--- config.mk ---
export PLATFORM = sky130hd
export DESIGN_NAME = cgp_seq_sum_cmp
export DESIGN_NICKNAME = d
export VERILOG_FILES = /design/src/rtl/cgp_seq_sum_cmp.sv
export SDC_FILE = /design/constraint.sdc
export NUM_CORES = 1
export LEC_CHECK = 0
export BUFFER_PORTS_ARGS = -buffer_cell sky130_fd_sc_hd__buf_2
export CAP_MARGIN = 0
export CORE_ASPECT_RATIO = 1.75
export CORE_UTILIZATION = 55
export CTS_CLUSTER_SIZE = 14
export DETAILED_ROUTE_END_ITERATION = 12
export GPL_TIMING_DRIVEN = 0
export PLACE_DENSITY = 0.86
export SLEW_MARGIN = 20
export SYNTH_ARGS = -nofsm -noshare
export SYNTH_HDL_FRONTEND = slang
export SYNTH_SLANG_ARGS = --single-unit
--- constraint.sdc ---
create_clock -name clk -period 4.7 [get_ports clk]
set_input_delay 0 -clock clk [delete_from_list [all_inputs] [get_ports clk]]
set_output_delay 0 -clock clk [all_outputs]
set_load 0.1 [all_outputs]
--- src/rtl/cgp_seq_sum_cmp.sv ---
// Streaming two-sided sum comparator: accumulates LANES positive and negative
// operands per beat over a frame of up to BEATS beats, then holds flag and P-N.
module cgp_seq_sum_cmp #(
  parameter int W     = 3,
  parameter int LANES = 2,
  parameter int BEATS = 4,
  localparam int AW   = W + $clog2(LANES) + $clog2(BEATS),
  localparam int DW   = AW + 1
) (
  input  logic                 clk,
  input  logic                 rst,
  input  logic                 in_valid,
  output logic                 in_ready,
  input  logic [LANES*W-1:0]   in_p,
  input  logic [LANES*W-1:0]   in_n,
  input  logic                 in_last,
  input  logic [1:0]           cmp_mode,
  output logic                 out_valid,
  input  logic                 out_ready,
  output logic                 out_flag,
  output logic [DW-1:0]        out_diff
);

  localparam int CW = (BEATS > 1) ? $clog2(BEATS) : 1;

  typedef enum logic {ACCUM = 1'b0, HOLD = 1'b1} state_t;

  state_t          state_q, state_d;
  logic [AW-1:0]   acc_p_q, acc_n_q;
  logic [CW-1:0]   cnt_q;
  logic [AW-1:0]   sum_p, sum_n;
  logic [AW-1:0]   acc_p_next, acc_n_next;
  logic [DW-1:0]   diff_next;
  logic            flag_next;
  logic            accept, closing;

  // Handshakes: a transfer happens on a rising edge where valid && ready.
  // in_ready and out_valid are decoded from state only, so there is no
  // combinational path from out_ready to in_ready.
  always_comb begin
    state_d   = state_q;
    in_ready  = 1'b0;
    out_valid = 1'b0;
    case (state_q)
      ACCUM: begin
        in_ready = 1'b1;
        if (in_valid && closing) state_d = HOLD;
      end
      HOLD: begin
        out_valid = 1'b1;
        if (out_ready) state_d = ACCUM;
      end
      default: state_d = ACCUM;
    endcase
  end

  assign accept  = in_valid && in_ready;
  assign closing = in_last || (cnt_q == CW'(BEATS - 1));

  always_comb begin
    sum_p = '0;
    sum_n = '0;
    for (int i = 0; i < LANES; i++) begin
      sum_p = sum_p + AW'(in_p[i*W +: W]);
      sum_n = sum_n + AW'(in_n[i*W +: W]);
    end
  end

  assign acc_p_next = acc_p_q + sum_p;
  assign acc_n_next = acc_n_q + sum_n;
  // One extra bit keeps the unsigned subtraction a correct two's-complement P-N.
  assign diff_next  = DW'(acc_p_next) - DW'(acc_n_next);

  always_comb begin
    flag_next = 1'b0;
    case (cmp_mode)
      2'b00: flag_next = (acc_p_next >  acc_n_next);
      2'b01: flag_next = (acc_p_next >= acc_n_next);
      2'b10: flag_next = (acc_p_next == acc_n_next);
      2'b11: flag_next = (acc_p_next <  acc_n_next);
      default: flag_next = 1'b0;
    endcase
  end

  always_ff @(posedge clk or posedge rst) begin
    if (rst) begin
      state_q  <= ACCUM;
      acc_p_q  <= '0;
      acc_n_q  <= '0;
      cnt_q    <= '0;
      out_flag <= 1'b0;
      out_diff <= '0;
    end else begin
      state_q <= state_d;
      if (accept) begin
        if (closing) begin
          out_flag <= flag_next;
          out_diff <= diff_next;
          acc_p_q  <= '0;
          acc_n_q  <= '0;
          cnt_q    <= '0;
        end else begin
          acc_p_q  <= acc_p_next;
          acc_n_q  <= acc_n_next;
          cnt_q    <= cnt_q + CW'(1);
        end
      end
    end
  end

endmodule
==> flow_summary.toml, run 1 <==
[routing]
first_pass_iters = 4
dr.max_layer_used = "met4"
routed-via-count = 1199
detail-route-antenna-nets = 0
post_drt_via_cell_ratio = 5.792
initialDrtViolationCount = 41
wl_met1_um = 1271
met2WireLength_um = 1766
finalWirelength_um = 3242
drc_violation_count_after_routing = 0
wire_per_inst_um = 15.66
routed-wl-met3_um = 108

[run_status]
outcome = "complete, no violations"

[hold_path]
hp-class = "input pin to flip-flop"

[setup_path]
critical_path.cell_chain = "inv_1, fa_1, inv_1, ha_1, fa_1, a21oi_1, nor2b_1, xnor2_1, ha_1, nand4_1, nor2_1, nor3_1, o311ai_1, a32o_1"
crit_arrival_ps = 3360
critPathMaxStageDelay_ps = 470
critical-path-slowest-cell = "sky130_fd_sc_hd__fa_1"
cp_top_family = "adder cells"
cp-start-kind = "flip-flop"
crit_type = "flip-flop to flip-flop"
worst-endpoint-required_ps = 4860
cp.buffers_inverters = 2
critical_path.endpoint_type = "flip-flop"
cp_max_fo = 5

[placed_design]
hpwl_um = 2496
place.port_buffers = 28
finalWeightedCongestion = 0.8928

[sta]
grt_setup_unrepaired = "no"
fmax_mhz = 312.5
period_share_pct = 68.09
tightest_slew_ps = 894.0
timing.slew.headroom_pct = 40.33
clock-skew-final_ps = 4.173
final_hold_viol_count = 0
setup-violations-final = 0
totalNegativeSetupSlack_ps = 0
number_of_slew_limit_violations_in_the_final_report = 0
finalCriticalPeriod_ps = 3200

[final_layout]
layout-drive-gt1-share_pct = 18.78
antenna_cells = 0
area_delta_synth_final_pct = 15.89
nets = 223
num-fill-cells = 207

[synth]
ys_warn_count = 0
synth-main-ff-cell = "sky130_fd_sc_hd__dfrtp_1"
mappedNetlistArea_um2 = 1496
synth_enable_flop_cells = 0
syn_nets = 188
synth_async_sr_flop_share_pct = 100.0
post_syn_area_per_cell_um2 = 10.18
ys_ff_latch = 23
netlist_instances = 147
seq_area_frac_synth_pct = 38.46
synth.distinct_cells = 27

[clocking]
worst_skew_pair.late_latency_ps = 270
htreeDepth = 1
post_cts_buffers = 0
postCtsResizedCells = 0
root_buffer = "sky130_fd_sc_hd__clkbuf_8"
cts.clk_slew.worst_paths_ps = 80
numCtsBuffers = 3
clock_sinks = 23
clock_path_buffers = 2
clock_tree_from_tritoncts = "yes"

[grt]
grtUsageTotal_pct = 24.34
grt.overflow.total = 0
grt_antenna_before_repair = 0
first_pass_grt_wire_length_um = 5623
grt_max_degree = 24
first_global_vias = 1296

[die]
die_y_um = 71.01
ios = 29
core.rowCount = 24
fp.dieArea_um2 = 2942
die_x_um = 41.43
start_util_pct = 59.33
core-area_um2 = 2522

[flow_run]
timing.max_cap.violations = 0
[final timing paths]
| kind | cells after the start | to | slack (ps) | from |
|---|---|---|---|---|
| max in group asynchronous | 3 | acc_n_q[0] | 3680 | rst |
| worst min register to register | 2 | out_diff[5] | 480 | out_diff[5] |
| worst max-delay path | 14 | out_flag | 1500 | acc_n_q[1] |
| worst max register to register | 14 | out_flag | 1500 | acc_n_q[1] |
| min in group asynchronous | 3 | out_diff[2] | 470 | rst |
| worst min-delay path | 3 | acc_p_q[2] | 160 | in_last |
[logic make-up after synthesis]
| kind of cell | after synthesis | share of synthesized area, % |
|---|---|---|
| AO/OA/AOI/OAI | 40 | 17.64 |
| AND/OR/NAND/NOR | 33 | 10.20 |
| flip-flops | 23 | 38.46 |
| adder cells (fa/ha/maj) | 22 | 22.91 |
| buffers and inverters | 19 | 4.766 |
| XOR/XNOR | 9 | 5.267 |
| multiplexers | 1 | 0.7525 |
[Yosys cell counts, types with 2 or more instances]
cell type / instances / area, um^2
sky130_fd_sc_hd__dfrtp_1: 23 / 575.6
sky130_fd_sc_hd__inv_1: 17 / 63.81
sky130_fd_sc_hd__nand2_1: 16 / 60.06
sky130_fd_sc_hd__ha_1: 13 / 162.7
sky130_fd_sc_hd__o21ai_0: 13 / 65.06
sky130_fd_sc_hd__fa_1: 9 / 180.2
sky130_fd_sc_hd__a21oi_1: 8 / 40.04
sky130_fd_sc_hd__a22o_1: 8 / 70.07
sky130_fd_sc_hd__nor2_1: 6 / 22.52
sky130_fd_sc_hd__xnor2_1: 5 / 43.79
sky130_fd_sc_hd__a21o_1: 4 / 30.03
sky130_fd_sc_hd__xor2_1: 4 / 35.03
sky130_fd_sc_hd__nor2b_1: 3 / 18.77
sky130_fd_sc_hd__a211o_1: 2 / 17.52
sky130_fd_sc_hd__clkbuf_1: 2 / 7.510
sky130_fd_sc_hd__nand2b_1: 2 / 12.51
sky130_fd_sc_hd__nor3_1: 2 / 10.01
[final cells by class]
| cell class | count | area (um^2) | share of cell area, % |
|---|---|---|---|
| plain buffers | 2 | 7.507 | 0.4329 |
| clock buffers | 4 | 45.04 | 2.597 |
| repair buffers | 30 | 160.2 | 9.235 |
| inverters | 17 | 63.81 | 3.680 |
| multi-input cells | 105 | 849.6 | 48.99 |
| flip-flops and latches | 23 | 575.6 | 33.19 |
| well taps | 26 | 32.53 | 1.876 |
[cells in the final DEF, fill, tap and decap left out, drive strengths merged]
master,instances
buf,28
dfrtp,23
inv,17
nand2,17
o21ai,13
ha,13
fa,9
a21oi,8
a22o,8
nor2,6
clkbuf,6
xnor2,5
a21o,4
xor2,4
nor2b,3
nor3,3
nand2b,2
a211o,2
dlygate4sd3,2
or3,1
o211ai,1
o21bai,1
nand4,1
o311ai,1
a32o,1
mux2,1
o31ai,1
[per-layer routing]
layer,global-route usage [%],up-vias
li1,-,570
met1,28.57,582
met2,44.10,36
met3,2.041,11
met4,10.75,0
met5,0,-
[timing repair]
item                                    CTS  global route
endpoints found under the setup margin    0             0
hold buffers                              2             0
endpoints found under the hold margin    24             0
[flip-flops by register name (all words and copies together) (netlist names)]
signal,cells
out_flag,1
cnt_q,2
acc_n_q,6
state_q,1
out_diff,7
acc_p_q,6
[tightest hold or removal path, delay by kind of cell]
family | cells | cell delay [ps]
buffers and inverters | 1 | 110
and+or+nand+nor | 1 | 90
AOI/OAI and AO/OA | 1 | 190
[stage by stage]
step           cell area (um^2)  hold WS, ps  utilization, %  std cells  setup WS (ps)
2_1_floorplan              1496        1.924               -        147           1801
3_3_place_gp               1669        177.9           66.17        201           1654
3_5_place_dp               1669        184.9           66.17        201           1553
4_1_cts                    1734        151.7           68.75        207           1494
5_1_grt                    1734        169.8           68.75        207           1210
6_report                   1734        161.2           68.75        207           1500
Power of run 1 is left out: the tool's default activity adds up to more than one toggle a clock period on the data nets, which glitch-free logic cannot reach.
==> run 2: changes to the inputs <==
--- a/config.mk
+++ b/config.mk
@@ -8,11 +8,11 @@
 export BUFFER_PORTS_ARGS = -buffer_cell sky130_fd_sc_hd__buf_2
 export CAP_MARGIN = 0
 export CORE_ASPECT_RATIO = 1.75
-export CORE_UTILIZATION = 55
+export CORE_UTILIZATION = 54
 export CTS_CLUSTER_SIZE = 14
 export DETAILED_ROUTE_END_ITERATION = 12
 export GPL_TIMING_DRIVEN = 0
-export PLACE_DENSITY = 0.86
+export PLACE_DENSITY = 0.85
 export SLEW_MARGIN = 20
 export SYNTH_ARGS = -nofsm -noshare
 export SYNTH_HDL_FRONTEND = slang
==> constraint.sdc (replaced) <==
create_clock -name clk -period 3.3 [get_ports clk]
set_input_delay 0 -clock clk [delete_from_list [all_inputs] [get_ports clk]]
set_output_delay 0 -clock clk [all_outputs]
set_load 0.1 [all_outputs]
==> flow_summary.toml, run 2 (synthesized netlist as in run 1, its figures left out) <==
[sta]
totalNegativeSetupSlack_ps = 0
tightest_slew_ps = 825.8
final_hold_viol_count = 0
timing.slew.headroom_pct = 44.89
finalCriticalPeriod_ps = 3138
period_share_pct = 95.09
postLayoutSetupSlackWorst_ps = 161.9
setup-violations-final = 0
number_of_slew_limit_violations_in_the_final_report = 0
clock-skew-final_ps = 2.089
fmax_mhz = 318.7

[setup_path]
cp-start-kind = "flip-flop"
worst-r2r-cell-count = 14
r2r-end = "out_flag"
critPathMaxStageDelay_ps = 480
worst_setup_path_endpoint = "out_flag"
crit_type = "flip-flop to flip-flop"
cp_max_fo = 2
crit_arrival_ps = 3300
critical_path.startpoint = "acc_n_q[1]"
rrSetupSlack_ps = 160
worst-endpoint-required_ps = 3460
critical-path-slowest-cell = "sky130_fd_sc_hd__fa_1"
critical_path.cell_chain = "inv_1, fa_1, inv_1, ha_1, fa_2, a21oi_2, nor2b_1, xnor2_1, ha_1, nand4_1, nor2_1, nor3_1, o311ai_1, a32o_1"
critical_path.endpoint_type = "flip-flop"
worstReg2RegStart = "acc_n_q[1]"

[clocking]
clock_sinks = 23
worst_skew_pair.late_latency_ps = 270
numCtsBuffers = 3
root_buffer = "sky130_fd_sc_hd__clkbuf_8"
cts.clk_slew.worst_paths_ps = 80
clock_path_buffers = 2
clock_tree_from_tritoncts = "yes"
htreeDepth = 1

[placed_design]
dp_slack_ps = 93.27
finalWeightedCongestion = 0.8104
hpwl_um = 2665
place.port_buffers = 28

[final_layout]
layout-drive-gt1-share_pct = 21.31
antenna_cells = 0
layout_top_registers = "out_diff (7), acc_n_q (6), acc_p_q (6)"
registers.top_by_ff_count = "out_diff"
multi_input_area_um2 = 858.3
nets = 225
register_area_um2 = 575.6
layout.cells.most_common_list = "28 x sky130_fd_sc_hd__buf_2, 23 x sky130_fd_sc_hd__dfrtp_1, 17 x sky130_fd_sc_hd__inv_1"
number_of_flip_flops_under_the_largest_register_name = 7
layout_commonest_cell = "sky130_fd_sc_hd__buf_2"
area_delta_synth_final_pct = 17.48
num-fill-cells = 190

[grt]
first_pass_grt_wire_length_um = 5789
first_global_vias = 1329
grt_max_degree = 24
grt.overflow.total = 0
grt_antenna_before_repair = 0
grtUsageTotal_pct = 25.56

[die]
core.rowCount = 24
ios = 29
die_y_um = 71.64
fp.dieArea_um2 = 2994
core-area_um2 = 2552
die_x_um = 41.80
start_util_pct = 58.63

[flow_run]
timing.max_cap.violations = 0

[routing]
first_pass_iters = 4
wire_per_inst_um = 15.92
routed-via-count = 1205
initialDrtViolationCount = 26
post_drt_via_cell_ratio = 5.766
finalWirelength_um = 3327
detail-route-antenna-nets = 0
drc_violation_count_after_routing = 0

[hold_path]
hp-class = "input pin to flip-flop"

[run_status]
outcome = "complete, no violations"
run 2: repair_timing:
action / CTS / global route
buffers inserted: 0 / 2
setup endpoints to repair: 0 / 1
hold endpoints to repair: 24 / 0
hold buffers: 2 / 0
gates resized for setup: 0 / 3
run 2: stage by stage:
step	util (%)	hold slack (ps)	cell area, um^2	cells
2_1_floorplan	-	1.924	1496	147
3_3_place_gp	65.39	176.1	1669	201
3_5_place_dp	65.39	196.6	1669	201
4_1_cts	67.94	147.2	1734	207
5_1_grt	68.87	154.2	1758	209
6_report	68.87	140.3	1758	209
run 2: layer usage:
metal	share of wire [%]	vias to the layer above	global-route usage [%]
met2	54	33	48.09
met3	3.7	19	3.778
li1	-	576	-
met1	38	577	25.75
met5	0	-	0
met4	5.2	0	14.70
run 2: worst min-delay path by stage:
stage	start	slack (ps)	endpoint	depth (start not counted)
floorplan	rst	2	acc_n_q[0]	1
global placement	out_ready	180	state_q	2
detailed placement	out_ready	200	state_q	2
CTS	in_last	150	cnt_q[1]	3
global route	in_last	150	acc_p_q[2]	3
finish	in_last	140	cnt_q[1]	3
run 2: critical path: cells and delay by family, from the launching register on:
family | cells | cell delay, ps
flops | 1 | 360
buf+inv | 2 | 90
simple gates | 4 | 440
fa+ha+maj | 4 | 1360
compound gates | 3 | 580
xor+xnor | 1 | 220
run 2: area by class of cell:
| cell class | instances | area share, % |
|---|---|---|
| Tap cell | 26 | 1.851 |
| Buffer | 2 | 0.4270 |
| Clock buffer | 4 | 2.562 |
| Timing Repair Buffer | 32 | 9.964 |
| Multi-Input combinational cell | 105 | 48.83 |
| Inverter | 17 | 3.630 |
| Sequential cell | 23 | 32.74 |
Power of run 2 is left out for the same reason.
